$ cat src/rtl/pe_pkg.sv
// Shared constants and width helpers for the fixed-point MAC bank.
package pe_pkg;

  localparam logic RND_TRUNC    = 1'b0;
  localparam logic RND_HALF_UP  = 1'b1;

  function automatic int calc_w(input int int_bits, input int frac_bits);
    return int_bits + frac_bits;
  endfunction

  function automatic int calc_p(input int w);
    return 2 * w;
  endfunction

  function automatic int calc_aw(input int p, input int guard_bits);
    return p + guard_bits;
  endfunction

  function automatic int calc_iw(input int num_acc);
    return $clog2(num_acc);
  endfunction

endpackage

$ cat src/rtl/pe_round_sat.sv
// Converts a wide accumulator to a W-bit result: optional half-up rounding,
// arithmetic shift by FRAC_BITS, then clamp to the signed W-bit range.
module pe_round_sat
  import pe_pkg::*;
#(
  parameter int W         = 16,
  parameter int FRAC_BITS = 9,
  parameter int AW        = 36
) (
  input  logic [AW-1:0] acc,
  input  logic          rnd,
  output logic [W-1:0]  data,
  output logic          sat
);

  // One extra MSB keeps the rounding add from wrapping at the positive limit.
  localparam int EW = AW + 1;

  logic signed [EW-1:0] ext_s;
  logic signed [EW-1:0] rnd_s;
  logic signed [EW-1:0] sum_s;
  logic signed [EW-1:0] shr_s;
  logic signed [EW-1:0] max_s;
  logic signed [EW-1:0] min_s;

  // Round, shift and clamp.
  always_comb begin
    ext_s = {acc[AW-1], acc};
    rnd_s = '0;
    if (rnd == RND_HALF_UP) begin
      rnd_s[FRAC_BITS-1] = 1'b1;
    end else begin
      rnd_s[FRAC_BITS-1] = 1'b0;
    end
    sum_s = ext_s + rnd_s;
    shr_s = sum_s >>> FRAC_BITS;
    max_s = '0;
    max_s[W-2:0] = '1;
    min_s = '1;
    min_s[W-2:0] = '0;
    if (shr_s > max_s) begin
      data = max_s[W-1:0];
      sat  = 1'b1;
    end else if (shr_s < min_s) begin
      data = min_s[W-1:0];
      sat  = 1'b1;
    end else begin
      data = shr_s[W-1:0];
      sat  = 1'b0;
    end
  end

endmodule

$ cat src/rtl/pe_mac_bank.sv
// Bank of NUM_ACC signed accumulators fed by a two-stage MAC pipeline,
// with a one-cycle-latency formatted read port.
module pe_mac_bank
  import pe_pkg::*;
#(
  parameter int INT_BITS   = 7,
  parameter int FRAC_BITS  = 9,
  parameter int NUM_ACC    = 8,
  parameter int GUARD_BITS = 4,
  localparam int W  = calc_w(INT_BITS, FRAC_BITS),
  localparam int P  = calc_p(W),
  localparam int AW = calc_aw(P, GUARD_BITS),
  localparam int IW = calc_iw(NUM_ACC)
) (
  input  logic          clk,
  input  logic          rst,
  input  logic          in_valid,
  output logic          in_ready,
  input  logic [W-1:0]  in_a,
  input  logic [W-1:0]  in_b,
  input  logic [IW-1:0] in_sel,
  input  logic          in_clear,
  input  logic          rd_valid,
  output logic          rd_ready,
  input  logic [IW-1:0] rd_sel,
  input  logic          rd_round,
  input  logic          rd_zero,
  output logic          out_valid,
  input  logic          out_ready,
  output logic [W-1:0]  out_data,
  output logic          out_sat
);

  logic                 s1_valid_r;
  logic signed [P-1:0]  s1_prod_r;
  logic [IW-1:0]        s1_sel_r;
  logic                 s1_clear_r;
  logic signed [AW-1:0] acc_r [NUM_ACC];

  logic signed [P-1:0]  prod_s;
  logic signed [AW-1:0] prod_ext_s;
  logic signed [AW-1:0] acc_upd_s;
  logic [AW-1:0]        rd_val_s;
  logic                 mac_fire_s;
  logic                 rd_fire_s;
  logic [W-1:0]         fmt_data_s;
  logic                 fmt_sat_s;

  assign in_ready   = !rst;
  assign mac_fire_s = in_valid & in_ready;
  assign prod_s     = $signed({{W{in_a[W-1]}}, in_a}) * $signed({{W{in_b[W-1]}}, in_b});
  assign prod_ext_s = {{GUARD_BITS{s1_prod_r[P-1]}}, s1_prod_r};

  // A read of an index with a pending stage-1 op, or a stalled output, must wait.
  assign rd_ready  = !rst
                   & !(s1_valid_r & (s1_sel_r == rd_sel))
                   & !(out_valid & !out_ready);
  assign rd_fire_s = rd_valid & rd_ready;

  // Stage-2 accumulator update value.
  always_comb begin
    if (s1_clear_r) begin
      acc_upd_s = prod_ext_s;
    end else begin
      acc_upd_s = acc_r[s1_sel_r] + prod_ext_s;
    end
  end

  // Read value with same-cycle stage-2 write forwarded.
  always_comb begin
    if (s1_valid_r && (s1_sel_r == rd_sel)) begin
      rd_val_s = acc_upd_s;
    end else begin
      rd_val_s = acc_r[rd_sel];
    end
  end

  pe_round_sat #(
    .W         (W),
    .FRAC_BITS (FRAC_BITS),
    .AW        (AW)
  ) u_round_sat (
    .acc  (rd_val_s),
    .rnd  (rd_round),
    .data (fmt_data_s),
    .sat  (fmt_sat_s)
  );

  // Stage-1 product register.
  always_ff @(posedge clk) begin
    if (rst) begin
      s1_valid_r <= 1'b0;
      s1_prod_r  <= '0;
      s1_sel_r   <= '0;
      s1_clear_r <= 1'b0;
    end else begin
      s1_valid_r <= mac_fire_s;
      s1_prod_r  <= prod_s;
      s1_sel_r   <= in_sel;
      s1_clear_r <= in_clear;
    end
  end

  // Accumulator bank; read-zero wins over a same-cycle stage-2 write.
  always_ff @(posedge clk) begin
    if (rst) begin
      for (int i = 0; i < NUM_ACC; i++) begin
        acc_r[i] <= '0;
      end
    end else begin
      if (s1_valid_r) begin
        acc_r[s1_sel_r] <= acc_upd_s;
      end
      if (rd_fire_s && rd_zero) begin
        acc_r[rd_sel] <= '0;
      end
    end
  end

  // Output register with hold-while-stalled behaviour.
  always_ff @(posedge clk) begin
    if (rst) begin
      out_valid <= 1'b0;
      out_data  <= '0;
      out_sat   <= 1'b0;
    end else if (rd_fire_s) begin
      out_valid <= 1'b1;
      out_data  <= fmt_data_s;
      out_sat   <= fmt_sat_s;
    end else if (out_ready) begin
      out_valid <= 1'b0;
    end
  end

endmodule

$ cat config.mk
export PLATFORM = sky130hd
export DESIGN_NAME = pe_mac_bank
export DESIGN_NICKNAME = d
export VERILOG_FILES = /design/src/rtl/pe_pkg.sv /design/src/rtl/pe_round_sat.sv /design/src/rtl/pe_mac_bank.sv
export SDC_FILE = /design/constraint.sdc
export NUM_CORES = 2
export LEC_CHECK = 0
export ABC_AREA = 1
export BUFFER_PORTS_ARGS = -buffer_cell sky130_fd_sc_hd__buf_2
export CAP_MARGIN = 25
export CORE_UTILIZATION = 40
export CTS_CLUSTER_SIZE = 25
export DETAILED_ROUTE_END_ITERATION = 10
export GPL_ROUTABILITY_DRIVEN = 0
export MAX_ROUTING_LAYER = met4
export PLACE_DENSITY = 0.62
export SKIP_CTS_REPAIR_TIMING = 1
export SYNTH_ARGS = -nofsm -noshare
export SYNTH_HDL_FRONTEND = slang
export SYNTH_SLANG_ARGS = --single-unit
$ cat constraint.sdc
create_clock -name clk -period 9.9 [get_ports clk]
set_input_delay 1.98 -clock clk [delete_from_list [all_inputs] [get_ports clk]]
set_output_delay 1.98 -clock clk [all_outputs]
set_load 0.02 [all_outputs]
Word-level counts from Yosys, hierarchy flattened
Memory sizes are Yosys's and may differ from the RTL's. A register that Yosys moved wholly into a read port is not among the register bits.
Index checks and enable logic that the tools add are counted.
{ "op_classes": {"n_addsub": 2, "multipliers": 1, "magnitude_cmp": 2, "eq_ne": 1, "muxes": 24, "bitwise_logic": 6, "reduce_logical": 9} }
{ "op_table": {"columns": ["operator", "count"], "rows": [
  ["$mux W36", 4],
  ["$reduce_or A36 Y1", 2],
  ["$add A36 B10 Y37", 1],
  ["$add A36 B32 Y36", 1],
  ["$mul A16 B16 Y32", 1],
  ["$mux W16", 2],
  ["$gt A28 B16 Y1 const B", 1],
  ["$lt A28 B16 Y1 const B", 1],
  ["$mux W1", 15],
  ["$mux W3", 3],
  ["$and A1 B1 Y1", 6],
  ["$logic_not A1 Y1", 4],
  ["$eq A3 B3 Y1", 1],
  ["$logic_and A1 B1 Y1", 2],
  ["$reduce_bool A2 Y1", 1]
]} }
{ "totals": {"regBits": 55, "ramBits": 288, "output_inout_bits": 20, "word_cells": 53, "mem_count": 1} }
{ "memory_table": {"columns": ["name", "depth", "word_bits", "rd", "rd_clocked_by_memory_dff", "wr", "line", "rtl"], "rows": [
  ["acc_r", 8, 36, 2, 1, 8, "pe_mac_bank.sv:38", "logic signed [AW-1:0] acc_r [NUM_ACC];"]
]} }

Depth between registers and ports, before layout
{ "depth": {"word_depth": 12, "mapped_depth": 39, "mapped_depth_nobuf": 36} }

Hierarchy
A second synthesis with hierarchy kept.
{ "hier_totals": {"cells_unflattened": 4397, "area_unflattened_um2": 30230.2} }
{ "modules_own_cells": {"columns": ["module", "instances", "cells_per_inst", "area_each_um2", "seq_area_each_um2"], "rows": [
  ["pe_mac_bank", 1, 4168, 29156.7, 6866.6],
  ["pe_round_sat", 1, 229, 1073.5, 0.0]
]} }

Least setup slack after synthesis
OpenSTA, ideal clock, no wires.
{ "synth_timing": {"path_kind": "in2reg", "startpoint": "input in_b[1]", "endpoint": "register s1_prod_r[28]", "setup_ns": 0.065, "t_arrival_ns": 7.724, "t_required_ns": 9.835, "slack_ns": 2.111, "stages": 26, "n_path_buf": 2, "cell_sequence": "clkbuf_1 clkbuf_1 nand2_1 fa_1 inv_1 fa_1 inv_1 fa_1 fa_1 inv_1 fa_1 inv_1 fa_1 inv_1 ha_1 a21oi_1 a21boi_0 o21ai_0 a21oi_1 o21ai_0 a21oi_1 o21ai_0 a21oi_1 nand2_1 nand2_1 nor2_1"} }
{ "synth_via": {"elab_chain_cells": 1} }
{ "synth_lines": {"columns": ["item", "line", "rtl"], "rows": [
  ["start, declared", "pe_mac_bank.sv:20", "input logic [W-1:0] in_b,"],
  ["$mul A16 B16 Y32", "pe_mac_bank.sv:51", "assign prod_s = $signed({{W{in_a[W-1]}}, in_a}) * $signed({{W{in_b[W-1]}}, in_b});"],
  ["end signal, assigned", "pe_mac_bank.sv:98", "s1_prod_r <= prod_s;"],
  ["end, declared", "pe_mac_bank.sv:35", "logic signed [P-1:0] s1_prod_r;"]
]} }
Every way passes these cells.
A chain may end at the register's enable or synchronous reset.

Worst setup path after layout
{ "layout_timing": {"startpoint": "input in_a[10]", "endpoint": "register s1_prod_r[28]"} }
{ "layout_via": {"elab_chain_cells": 1} }
{ "layout_lines": {"columns": ["item", "line", "rtl"], "rows": [
  ["start, declared", "pe_mac_bank.sv:19", "input logic [W-1:0] in_a,"],
  ["$mul A16 B16 Y32", "pe_mac_bank.sv:51", null]
]} }
Every way passes these cells.

==> flow_summary_export.csv <==
group,metric,value,unit
synthesis,async_flop_share,0,
synthesis,synth.distinct_cells,55,
worst_hold_path,hp-class,"flip-flop to flip-flop",
synthesis,ys_ff_latch,343,
cts,cts_tree,"built",
synthesis,netlist_top_cells_area,"dfxtp_1 (23%), fa_1 (18%), nand2_1 (16%)",
synthesis,yosysWarnings,0,
sta,finalSetupViolCount,0,
worst_setup_path,worstPathMaxFanout,16,
route,route.detailed.drc,0,
placement,dp_hpwl,76000,µm
sta,max_slew_margin,0.261,
route,drt_first_pass_iters,7,
floorplan,coreArea,73500,µm²
floorplan,ioPinCount,66,
global_route,grt_pass1_vias,27800,
cts,clkSinkCount,343,
cts,htreeDepth,2,
floorplan,die-height,275,µm
synthesis,synth.cell_area,29900,µm²
synthesis,yosysSeqAreaShare,0.230,
sta,rsz0062_at_grt,"no",
route,drt_wl_total,109000,µm
route,drt-initial-drc-count,3383,
route,wl_per_cell,20.5,µm
route,wl_met1,43600,µm
final_layout,drive_gt1_frac,0.0793,
power_and_ir_drop,power.density,291,nW/µm²
sta,final_hold_viol_count,0,
worst_setup_path,crit_type,"input pin to flip-flop",
sta,finalClockSkew,0.0249,ns
power_and_ir_drop,vdd_drop_max,0.000483,V
sta,period_minus_slack,7.77,ns
floorplan,start_util,0.407,
synthesis,synth_cells,4372,
sta,post-route-period-util,0.784,
final_layout,layout.nets,4759,
placement,portBuffers,65,
final_layout,final_common_cell,"nand2_1",
run_status,status,"completed",
route,wl_met2,48200,µm
power_and_ir_drop,total_power,9.43,mW
route,wl_met3,11000,µm
worst_setup_path,worstSetupEndpointType,"flip-flop",
global_route,grt_overflow,0,
synthesis,synth_top_area_share,0.230,
synthesis,synth_nets,4799,
route,antenna_left,0,
sta,worst_slew_pin_slew,1.08,ns
cts,clk_latency,0.59,ns
floorplan,dieArea,75800,µm²
cts,cts_buffer_depth,3,
power_and_ir_drop,p_leak,15.0,nW
floorplan,rows,99,
cts,cts-root-buf,"clkbuf_16",
sta,drv_slew,0,
worst_setup_path,worst_ep_arrival_time,8.27,ns
worst_setup_path,slowest_stage,"o21ai_0",
synthesis,synth_top_area_cell,"dfxtp_1",
cts,path_clk_slew,0.06,ns
sta,setup_tns,0,ns
job,maxCapViolCount,0,
synthesis,synth.avg_cell_area,6.84,µm²
worst_setup_path,startpoint_type,"input pin",
worst_setup_path,crit_path_max_incr_delay,0.63,ns
synthesis,synth-main-ff-cell,"dfxtp_1",
route,topRoutingLayerUsed,"met4",
synthesis,synth-edff-count,0,
worst_setup_path,cp.required,10.41,ns
global_route,grt_pass1_wl,167000,µm
global_route,track_usage,0.299,
final_layout,layout_common_cells,"nand2_1 (1308), inv_1 (776), a21oi_1 (344)",
route,via_count,29100,
sta,max_clock_freq,129,MHz
global_route,antenna_found_initial,2,
cts,cts_buffers,40,
global_route,grt_max_degree,53,
route,avgViaCountPerCell,5.46,
final_layout,area_growth,8.46,%
floorplan,die-width,275,µm
cell usage after synthesis, types with 4 or more instances:
library cell,instances
nor2_4,5
ha_1,118
nor3_1,12
xor2_1,13
a21boi_0,4
a21oi_1,344
o22ai_1,106
inv_1,776
buf_1,12
and2_1,4
nand3_2,11
nor2_2,17
xnor2_1,12
buf_4,14
a22oi_1,39
nand2_2,19
o21ai_0,85
clkinv_1,15
o2bb2ai_1,8
inv_2,20
nand3_1,160
nand2_1,1308
clkbuf_1,149
a22o_1,7
o21a_1,11
or2_2,59
dfxtp_1,343
nor2_1,258
a21oi_2,7
buf_6,8
a221oi_1,49
fa_1,263
o2111ai_1,24
buf_2,12
nand4_1,39
worst max-delay path: cells and delay by family:
| kind | cells | cell delay, ns |
|---|---|---|
| simple gates | 5 | 0.42 |
| buf+inv | 7 | 0.59 |
| compound gates | 7 | 1.92 |
| fa+ha+maj | 7 | 3.37 |
power by group:
group          total [mW]  internal [mW]  switching, mW
logic                6.31           2.25           4.05
clock network        1.53          0.892          0.640
registers            1.59           1.50         0.0939
total                9.43           4.64           4.79
sequential cells by signal (all words and copies together) (netlist names):
name	flops
out_data	16
s1_sel_r	3
out_sat	1
out_valid	1
s1_prod_r	32
acc_r	288
s1_clear_r	1
s1_valid_r	1
logic make-up after synthesis:
| family | after synthesis | synth area share |
|---|---|---|
| simple gates | 1902 | 0.263 |
| flops | 343 | 0.230 |
| fa+ha+maj | 381 | 0.226 |
| mux | 3 | 0.00100 |
| compound gates | 711 | 0.143 |
| xor+xnor | 25 | 0.00733 |
| buf+inv | 1007 | 0.131 |
through the flow:
step / instance area, µm² / util / worst slack, ns / hold WS (ns) / instances
after floorplan: 29900 / - / 2.11 / 0.441 / 4372
after global placement: 31000 / 0.422 / 1.68 / 0.448 / 5248
after detailed placement: 31100 / 0.423 / 1.62 / 0.452 / 5249
after CTS: 32400 / 0.441 / 2.20 / 0.461 / 5322
after global routing: 32400 / 0.441 / 1.63 / 0.479 / 5323
final: 32400 / 0.441 / 2.13 / 0.462 / 5323
per-layer routing:
| metal | up-vias | track usage |
|---|---|---|
| li1 | 13600 | - |
| met4 | 0 | 0.142 |
| met3 | 355 | 0.0468 |
| met5 | - | - |
| met2 | 1480 | 0.466 |
| met1 | 13700 | 0.379 |
path summary, 6_finish.rpt:
check,start,end,cells past startpoint,slack (ns)
worst max-delay path,in_a[10],s1_prod_r[28],26,2.13
worst min-delay path,acc_r[2][0],acc_r[2][0],2,0.46
worst max register to register,s1_sel_r[2],out_data[12],26,2.80
worst min register to register,acc_r[2][0],acc_r[2][0],2,0.46
layout make-up:
type,instances,area [µm²]
Fill cell,7527,41000
Inverter,812,3050
Antenna cell,1,2.50
Multi-Input combinational cell,3022,19200
Timing Repair Buffer,113,706
Clock buffer,63,1240
Tap cell,959,1200
Sequential cell,343,6870
Clock inverter,10,121
Note: power is estimated with default switching activity, not from simulation.
